$ cat src/rtl/rc4_phase_sequencer_if.sv
`default_nettype none
// ============================================================================
// Module   : rc4_phase_sequencer_if
// Brief    : Handshake bundle between the RC4 phase sequencer and its datapath.
//            Timeout signals exist only when PHASE_TIMEOUT_EN is defined.
// Revision : 1.0 - initial release
// ============================================================================
interface rc4_phase_sequencer_if #(
  parameter int NUM_PHASES = 4,
  parameter int KEY_W      = 24,
  parameter int SEL_W      = $clog2(NUM_PHASES + 1)
);
  logic                  go;
  logic                  abort;
  logic [NUM_PHASES-1:0] phase_finish;
  logic                  pass_ok;
  logic [NUM_PHASES-1:0] phase_start;
  logic [SEL_W-1:0]      mem_sel;
  logic [KEY_W-1:0]      key;
  logic                  busy;
  logic                  done;
  logic                  found;
  logic                  exhausted;
`ifdef PHASE_TIMEOUT_EN
  logic                  timeout;
  logic [SEL_W-1:0]      err_phase;
`endif

  modport master (
    input  go, abort, phase_finish, pass_ok,
    output phase_start, mem_sel, key, busy, done, found, exhausted
`ifdef PHASE_TIMEOUT_EN
    , output timeout, err_phase
`endif
  );

  modport slave (
    output go, abort, phase_finish, pass_ok,
    input  phase_start, mem_sel, key, busy, done, found, exhausted
`ifdef PHASE_TIMEOUT_EN
    , input timeout, err_phase
`endif
  );
endinterface
`default_nettype wire

$ cat src/rtl/rc4_phase_sequencer.sv
`default_nettype none
// ============================================================================
// Module   : rc4_phase_sequencer
// Brief    : Steps the RC4 sub-blocks in order and runs the key-search loop.
//            Optional macro PHASE_TIMEOUT_EN adds a per-WAIT watchdog.
// Revision : 1.0 - initial release
// ============================================================================
module rc4_phase_sequencer #(
  parameter int               NUM_PHASES     = 4,
  parameter int               RESTART_PHASE  = 0,
  parameter int               KEY_W          = 24,
  parameter logic [KEY_W-1:0] KEY_MIN        = '0,
  parameter logic [KEY_W-1:0] KEY_MAX        = '1,
  parameter int               TIMEOUT_CYCLES = 65535,
  parameter int               SEL_W          = $clog2(NUM_PHASES + 1)
) (
  input  wire                    clk,
  input  wire                    rst,
  rc4_phase_sequencer_if.master  bus
);

  localparam int                    c_ph_w       = $clog2(NUM_PHASES);
  localparam logic [c_ph_w-1:0]     c_last_phase = c_ph_w'(NUM_PHASES - 1);
  localparam logic [c_ph_w-1:0]     c_restart    = c_ph_w'(RESTART_PHASE);
  localparam logic [NUM_PHASES-1:0] c_one_hot0   = NUM_PHASES'(1);

  typedef enum logic [2:0] {
    ST_IDLE  = 3'd0,
    ST_START = 3'd1,
    ST_WAIT  = 3'd2,
    ST_CHECK = 3'd3,
    ST_DONE  = 3'd4
  } state_t;

  state_t            r_state;
  logic [c_ph_w-1:0] r_phase;
  logic [KEY_W-1:0]  r_key;
  logic              r_found;
  logic              r_exhausted;
  logic              w_finish;
  logic [SEL_W-1:0]  w_active_sel;

  // Only the active phase's finish is looked at; other bits are don't-care.
  assign w_finish     = bus.phase_finish[r_phase];
  assign w_active_sel = SEL_W'(r_phase) + SEL_W'(1);

  assign bus.phase_start = (r_state == ST_START) ? (c_one_hot0 << r_phase) : '0;
  assign bus.mem_sel     = (r_state == ST_WAIT) ? w_active_sel : '0;
  assign bus.key         = r_key;
  assign bus.busy        = (r_state == ST_START) || (r_state == ST_WAIT) || (r_state == ST_CHECK);
  assign bus.done        = (r_state == ST_DONE);
  assign bus.found       = r_found;
  assign bus.exhausted   = r_exhausted;

`ifdef PHASE_TIMEOUT_EN
  localparam int               c_to_w    = $clog2(TIMEOUT_CYCLES + 1);
  localparam logic [c_to_w-1:0] c_to_last = c_to_w'(TIMEOUT_CYCLES - 1);

  logic [c_to_w-1:0] r_wait_cnt;
  logic              r_timeout;
  logic [SEL_W-1:0]  r_err_phase;

  assign bus.timeout   = r_timeout;
  assign bus.err_phase = r_err_phase;
`else
  logic [31:0] w_unused_timeout;
  assign w_unused_timeout = TIMEOUT_CYCLES;
`endif

  always_ff @(posedge clk) begin
    if (rst) begin
      r_state     <= ST_IDLE;
      r_phase     <= '0;
      r_key       <= KEY_MIN;
      r_found     <= 1'b0;
      r_exhausted <= 1'b0;
`ifdef PHASE_TIMEOUT_EN
      r_wait_cnt  <= '0;
      r_timeout   <= 1'b0;
      r_err_phase <= '0;
`endif
    end else if (bus.abort) begin
      // Abort wins over go and finish; the key is deliberately kept.
      r_state     <= ST_IDLE;
      r_phase     <= '0;
      r_found     <= 1'b0;
      r_exhausted <= 1'b0;
`ifdef PHASE_TIMEOUT_EN
      r_timeout   <= 1'b0;
      r_err_phase <= '0;
`endif
    end else begin
      case (r_state)
        ST_IDLE, ST_DONE: begin
          if (bus.go) begin
            r_state     <= ST_START;
            r_phase     <= '0;
            r_key       <= KEY_MIN;
            r_found     <= 1'b0;
            r_exhausted <= 1'b0;
`ifdef PHASE_TIMEOUT_EN
            r_timeout   <= 1'b0;
            r_err_phase <= '0;
`endif
          end
        end
        ST_START: begin
          r_state <= ST_WAIT;
`ifdef PHASE_TIMEOUT_EN
          r_wait_cnt <= '0;
`endif
        end
        ST_WAIT: begin
          if (w_finish) begin
            if (r_phase == c_last_phase) begin
              r_state <= ST_CHECK;
            end else begin
              r_phase <= r_phase + c_ph_w'(1);
              r_state <= ST_START;
            end
          end
`ifdef PHASE_TIMEOUT_EN
          else if (r_wait_cnt == c_to_last) begin
            r_state     <= ST_DONE;
            r_timeout   <= 1'b1;
            r_err_phase <= w_active_sel;
          end else begin
            r_wait_cnt <= r_wait_cnt + c_to_w'(1);
          end
`endif
        end
        ST_CHECK: begin
          if (bus.pass_ok) begin
            r_state <= ST_DONE;
            r_found <= 1'b1;
          end else if (r_key == KEY_MAX) begin
            r_state     <= ST_DONE;
            r_exhausted <= 1'b1;
          end else begin
            r_key   <= r_key + KEY_W'(1);
            r_phase <= c_restart;
            r_state <= ST_START;
          end
        end
        default: r_state <= ST_IDLE;
      endcase
    end
  end

endmodule
`default_nettype wire

$ cat src/flat_wrapper.sv
// flat-port wrapper written by rule: the top's interface ports become plain ports
module rc4_phase_sequencer_flat 
#(
  parameter int               NUM_PHASES     = 4,
  parameter int               RESTART_PHASE  = 0,
  parameter int               KEY_W          = 24,
  parameter logic [KEY_W-1:0] KEY_MIN        = '0,
  parameter logic [KEY_W-1:0] KEY_MAX        = '1,
  parameter int               TIMEOUT_CYCLES = 65535,
  parameter int               SEL_W          = $clog2(NUM_PHASES + 1)
)
  (clk, rst, bus_go, bus_abort, bus_phase_finish, bus_pass_ok, bus_phase_start, bus_mem_sel, bus_key, bus_busy, bus_done, bus_found, bus_exhausted);
  rc4_phase_sequencer_if #(.NUM_PHASES(NUM_PHASES), .KEY_W(KEY_W), .SEL_W(SEL_W)) bus_i ();
  input  wire clk;
  input  wire rst;
  input wire logic [$bits(bus_i.go)-1:0] bus_go;
  input wire logic [$bits(bus_i.abort)-1:0] bus_abort;
  input wire logic [$bits(bus_i.phase_finish)-1:0] bus_phase_finish;
  input wire logic [$bits(bus_i.pass_ok)-1:0] bus_pass_ok;
  output wire logic [$bits(bus_i.phase_start)-1:0] bus_phase_start;
  output wire logic [$bits(bus_i.mem_sel)-1:0] bus_mem_sel;
  output wire logic [$bits(bus_i.key)-1:0] bus_key;
  output wire logic [$bits(bus_i.busy)-1:0] bus_busy;
  output wire logic [$bits(bus_i.done)-1:0] bus_done;
  output wire logic [$bits(bus_i.found)-1:0] bus_found;
  output wire logic [$bits(bus_i.exhausted)-1:0] bus_exhausted;
  assign bus_i.go = bus_go;
  assign bus_i.abort = bus_abort;
  assign bus_i.phase_finish = bus_phase_finish;
  assign bus_i.pass_ok = bus_pass_ok;
  assign bus_phase_start = bus_i.phase_start;
  assign bus_mem_sel = bus_i.mem_sel;
  assign bus_key = bus_i.key;
  assign bus_busy = bus_i.busy;
  assign bus_done = bus_i.done;
  assign bus_found = bus_i.found;
  assign bus_exhausted = bus_i.exhausted;
  rc4_phase_sequencer #(.NUM_PHASES(NUM_PHASES), .RESTART_PHASE(RESTART_PHASE), .KEY_W(KEY_W), .KEY_MIN(KEY_MIN), .KEY_MAX(KEY_MAX), .TIMEOUT_CYCLES(TIMEOUT_CYCLES), .SEL_W(SEL_W)) u_core (.clk(clk), .rst(rst), .bus(bus_i));
endmodule
$ cat config.mk
export PLATFORM = sky130hd
export DESIGN_NAME = rc4_phase_sequencer_flat
export DESIGN_NICKNAME = d
export VERILOG_FILES = /design/src/rtl/rc4_phase_sequencer_if.sv /design/src/rtl/rc4_phase_sequencer.sv /design/src/flat_wrapper.sv
export SDC_FILE = /design/constraint.sdc
export NUM_CORES = 1
export LEC_CHECK = 0
export BUFFER_PORTS_ARGS = -buffer_cell sky130_fd_sc_hd__buf_2
export CORE_UTILIZATION = 55
export CTS_BUF_LIST = sky130_fd_sc_hd__clkbuf_8
export CTS_CLUSTER_DIAMETER = 150
export DETAILED_ROUTE_END_ITERATION = 8
export PLACE_DENSITY = 0.81
export SLEW_MARGIN = 5
export SYNTH_ARGS = -nofsm -noshare
export SYNTH_HDL_FRONTEND = slang
export SYNTH_SLANG_ARGS = --single-unit
export TNS_END_PERCENT = 100
$ cat constraint.sdc
create_clock -name clk -period 3.2 [get_ports clk]
set_clock_uncertainty 0.2 [all_clocks]
set_input_delay 0.16 -clock clk [delete_from_list [all_inputs] [get_ports clk]]
set_output_delay 0.16 -clock clk [all_outputs]
set_load 0.01 [all_outputs]
==> metrics.md <==
| Metric | Value |
|---|---|
| Slew headroom | 61.6% |
| CTS tree | built |
| Root Buffer | clkbuf_8 |
| Top post-synthesis cells by count | dfxtp_1, nand2_1, a21oi_1 |
| Vias | approximately 2,000 |
| Seq cells post-synth | 31 |
| Post-Layout Cell Count | 329 |
| Fin crit period | approximately 2.7 ns |
| Clock transition at path regs | about 0.060 ns |
| H-tree lvl count | 2 |
| Top-area cell type share of the netlist area | 33.0% |
| Synth top area cells | dfxtp_1, a21oi_1, nand2_1, a31oi_1, o21ai_0 |
| Post-CTS setup buffer count | 0 |
| Setup TNS | 0 ns |
| Drt via density | around 6.1 |
| Largest net degree at the start of global routing | 17 |
| PD cells | 328 nW/um^2 |
| CTS Buf Count | 5 |
| Final setup viols | 0 |
| Placer Congestion | 0.854 |
| Post-synthesis sequential area ratio | about 33% |
| Mapped Area | between 1500 and 2000 sq um |
| Worst EP required | between 3 and 4 ns |
| Crit path DAT | roughly 2.7 ns |
| Distinct cells, synth | 47 |
| Cells after DPL | 320 |
| Vias in the first global route | approximately 1,700 |
| FF/Latch Area | 621 sq um |
| I/O pins | 44 |
| Hold Violations, Final | 0 |
| Initial Utilization | between 50% and 60% |
| Syn Inst Count | around 240 |
| Syn_area_per_cell | 7.77 sq um |
| Avg WL per Cell | 14.6 microns |
| Area Overhead vs Synth | 17.6% |
| Fin nets | 298 |
| Total Wirelength | 4810 microns |
| Synth warn | 0 |
| Syn nets | between 200 and 300 |
| MaxCap Viol Count | 0 |
| DR WL met2 | between 2000 and 2500 microns |
| Fillcell total | 294 |
| Most common cell in the synthesized netlist | dfxtp_1 |
| Worst VDD drop | about 0.00028 V |
| Status | finished, final reports clean |
| DR pass1 iterations | 5 |
| Wire length on met3 | between 400 and 500 microns |
| Die area | 3650 sq um |
| Die Y | ~60 microns |
| Top achievable clock speed | ~370 MHz |
| Clock sink count | 31 |
| Top Metal Used | met4 |
| Kind of start point of the critical path | register |
| Final slew viol count | 0 |
| Async SR Flop Fraction | 0% |
| Synth area leader | dfxtp_1 |
| Detail Placement HPWL | approximately 3400 microns |
| Core area | between 3000 and 4000 sq um |
| Metal-1 WL | around 2200 microns |
| Crit path kind | register to register |
| Worst slew pin tran | 0.574 ns |
| Hold Path Class | input port to register |
| RSZ-0062 raised after global routing | false |
| Initial antenna violation count | 0 |
| Port Buffers | between 40 and 50 |
| Share of cells above drive strength 1 | a little over a fifth |
| Worst hold path stage count | 2 |
| Clk buf depth | 2 |
| Crit end category | register |
| Leak | between 0.0008 and 0.0009 uW |
| Antenna cells | 0 |
| DRC Markers | 0 |
| Global-route usage over all layers | between 20 and 30% |
| Top_reg_cell synth | dfxtp_1 |
| EDFF count, synth | 0 |
| Worst-skew pair later-pin latency | roughly 0.28 ns |
| Crit Path Max Fanout | 12 |
| DRT antenna net count | 0 |
| DR iter-0 viols | approximately 160 |
| Multi-input combinational cell area | between 1000 and 1500 sq um |
| First-pass GRT wire length | roughly 8000 microns |
| Core Rows | 20 |
| Final Cycle Share | roughly 83% |
| Total congestion overflow | 0 |
| Die X | between 60 and 70 microns |
| Reg2Reg Depth | 6 |
[worst paths after layout]
kind / from / end / slack (ns)
worst max-delay path: u_core.bus.key[0] / u_core.bus.key[3] / 0.53
worst max register to register: u_core.bus.key[0] / u_core.bus.key[3] / 0.53
worst min-delay path: rst / u_core.bus.key[6] / 0.04
worst min register to register: u_core.bus.key[7] / u_core.bus.key[7] / 0.31
[cells by family (layout without fill, tap and decap cells)]
group                    after synthesis  count (layout)  share of synthesized area (%)
AO/OA/AOI/OAI                         72              72                           24.4
adder cells (fa/ha/maj)                5               5                           3.33
buffers and inverters                 26              69                           6.19
flip-flops                            31              31                           33.0
multiplexers                           2               2                           1.73
AND/OR/NAND/NOR                      106             106                           31.4
[sequential cells by signal (all words and copies together), names as in the netlist]
name	count
u_core.bus.exhausted	1
u_core.r_phase	2
u_core.bus.key	24
u_core.bus.found	1
u_core.r_state	3
[through the flow]
stage | hold WS [ns] | utilization, % | setup slack [ns] | power [uW] | cell area [sq um]
2_1_floorplan | 0.141 | - | 0.807 | 427 | 1880
3_3_place_gp | 0.272 | 67.2 | 0.668 | 440 | 2120
3_5_place_dp | 0.280 | 67.2 | 0.521 | 441 | 2120
4_1_cts | 0.0362 | 70.1 | 0.519 | 723 | 2210
5_1_grt | 0.0563 | 70.1 | 0.322 | 752 | 2210
6_report | 0.0396 | 70.1 | 0.530 | 724 | 2210
[where the power goes]
group	total [uW]	internal (uW)	switching (uW)
logic	45.5	17.5	28.0
clock network	291	146	145
registers	388	387	1.47
[critical path, stage by stage (launching register included)]
cell	delay [ns]
dfxtp_1	0.44
ha_1	0.24
nand3_1	0.17
or4_1	0.69
o31ai_4	0.37
nand2b_2	0.25
a31oi_1	0.23
[layout make-up]
cell class | instances | share of cell area [%]
clock inverter | 3 | 0.566
sequential | 31 | 28.1
inverter | 11 | 1.87
tap | 44 | 2.49
clock buffer | 5 | 3.11
timing repair buffer | 50 | 12.2
multi-input combinational | 185 | 51.7
[what timing repair did]
item                      CTS  global route
hold buffers                1             0
hold endpoints to repair    1             0
gates resized for setup     0             0
[placed cells by master, fill, tap and decap left out, types with 10 or more instances in the layout]
cell type  count
o21ai_0       14
buf_2         43
inv_1         13
dfxtp_1       31
nand2_1       23
nor2_1        13
nand4_1       11
a21oi_1       19
a31oi_1       13
nand3_1       10
[per-layer routing]
metal,vias up,track usage (%)
met3,10,6.18
met2,91,42.1
li1,1002,-
met5,-,0
met4,0,12.7
met1,910,42.2
(Power assumes the default switching activity.)
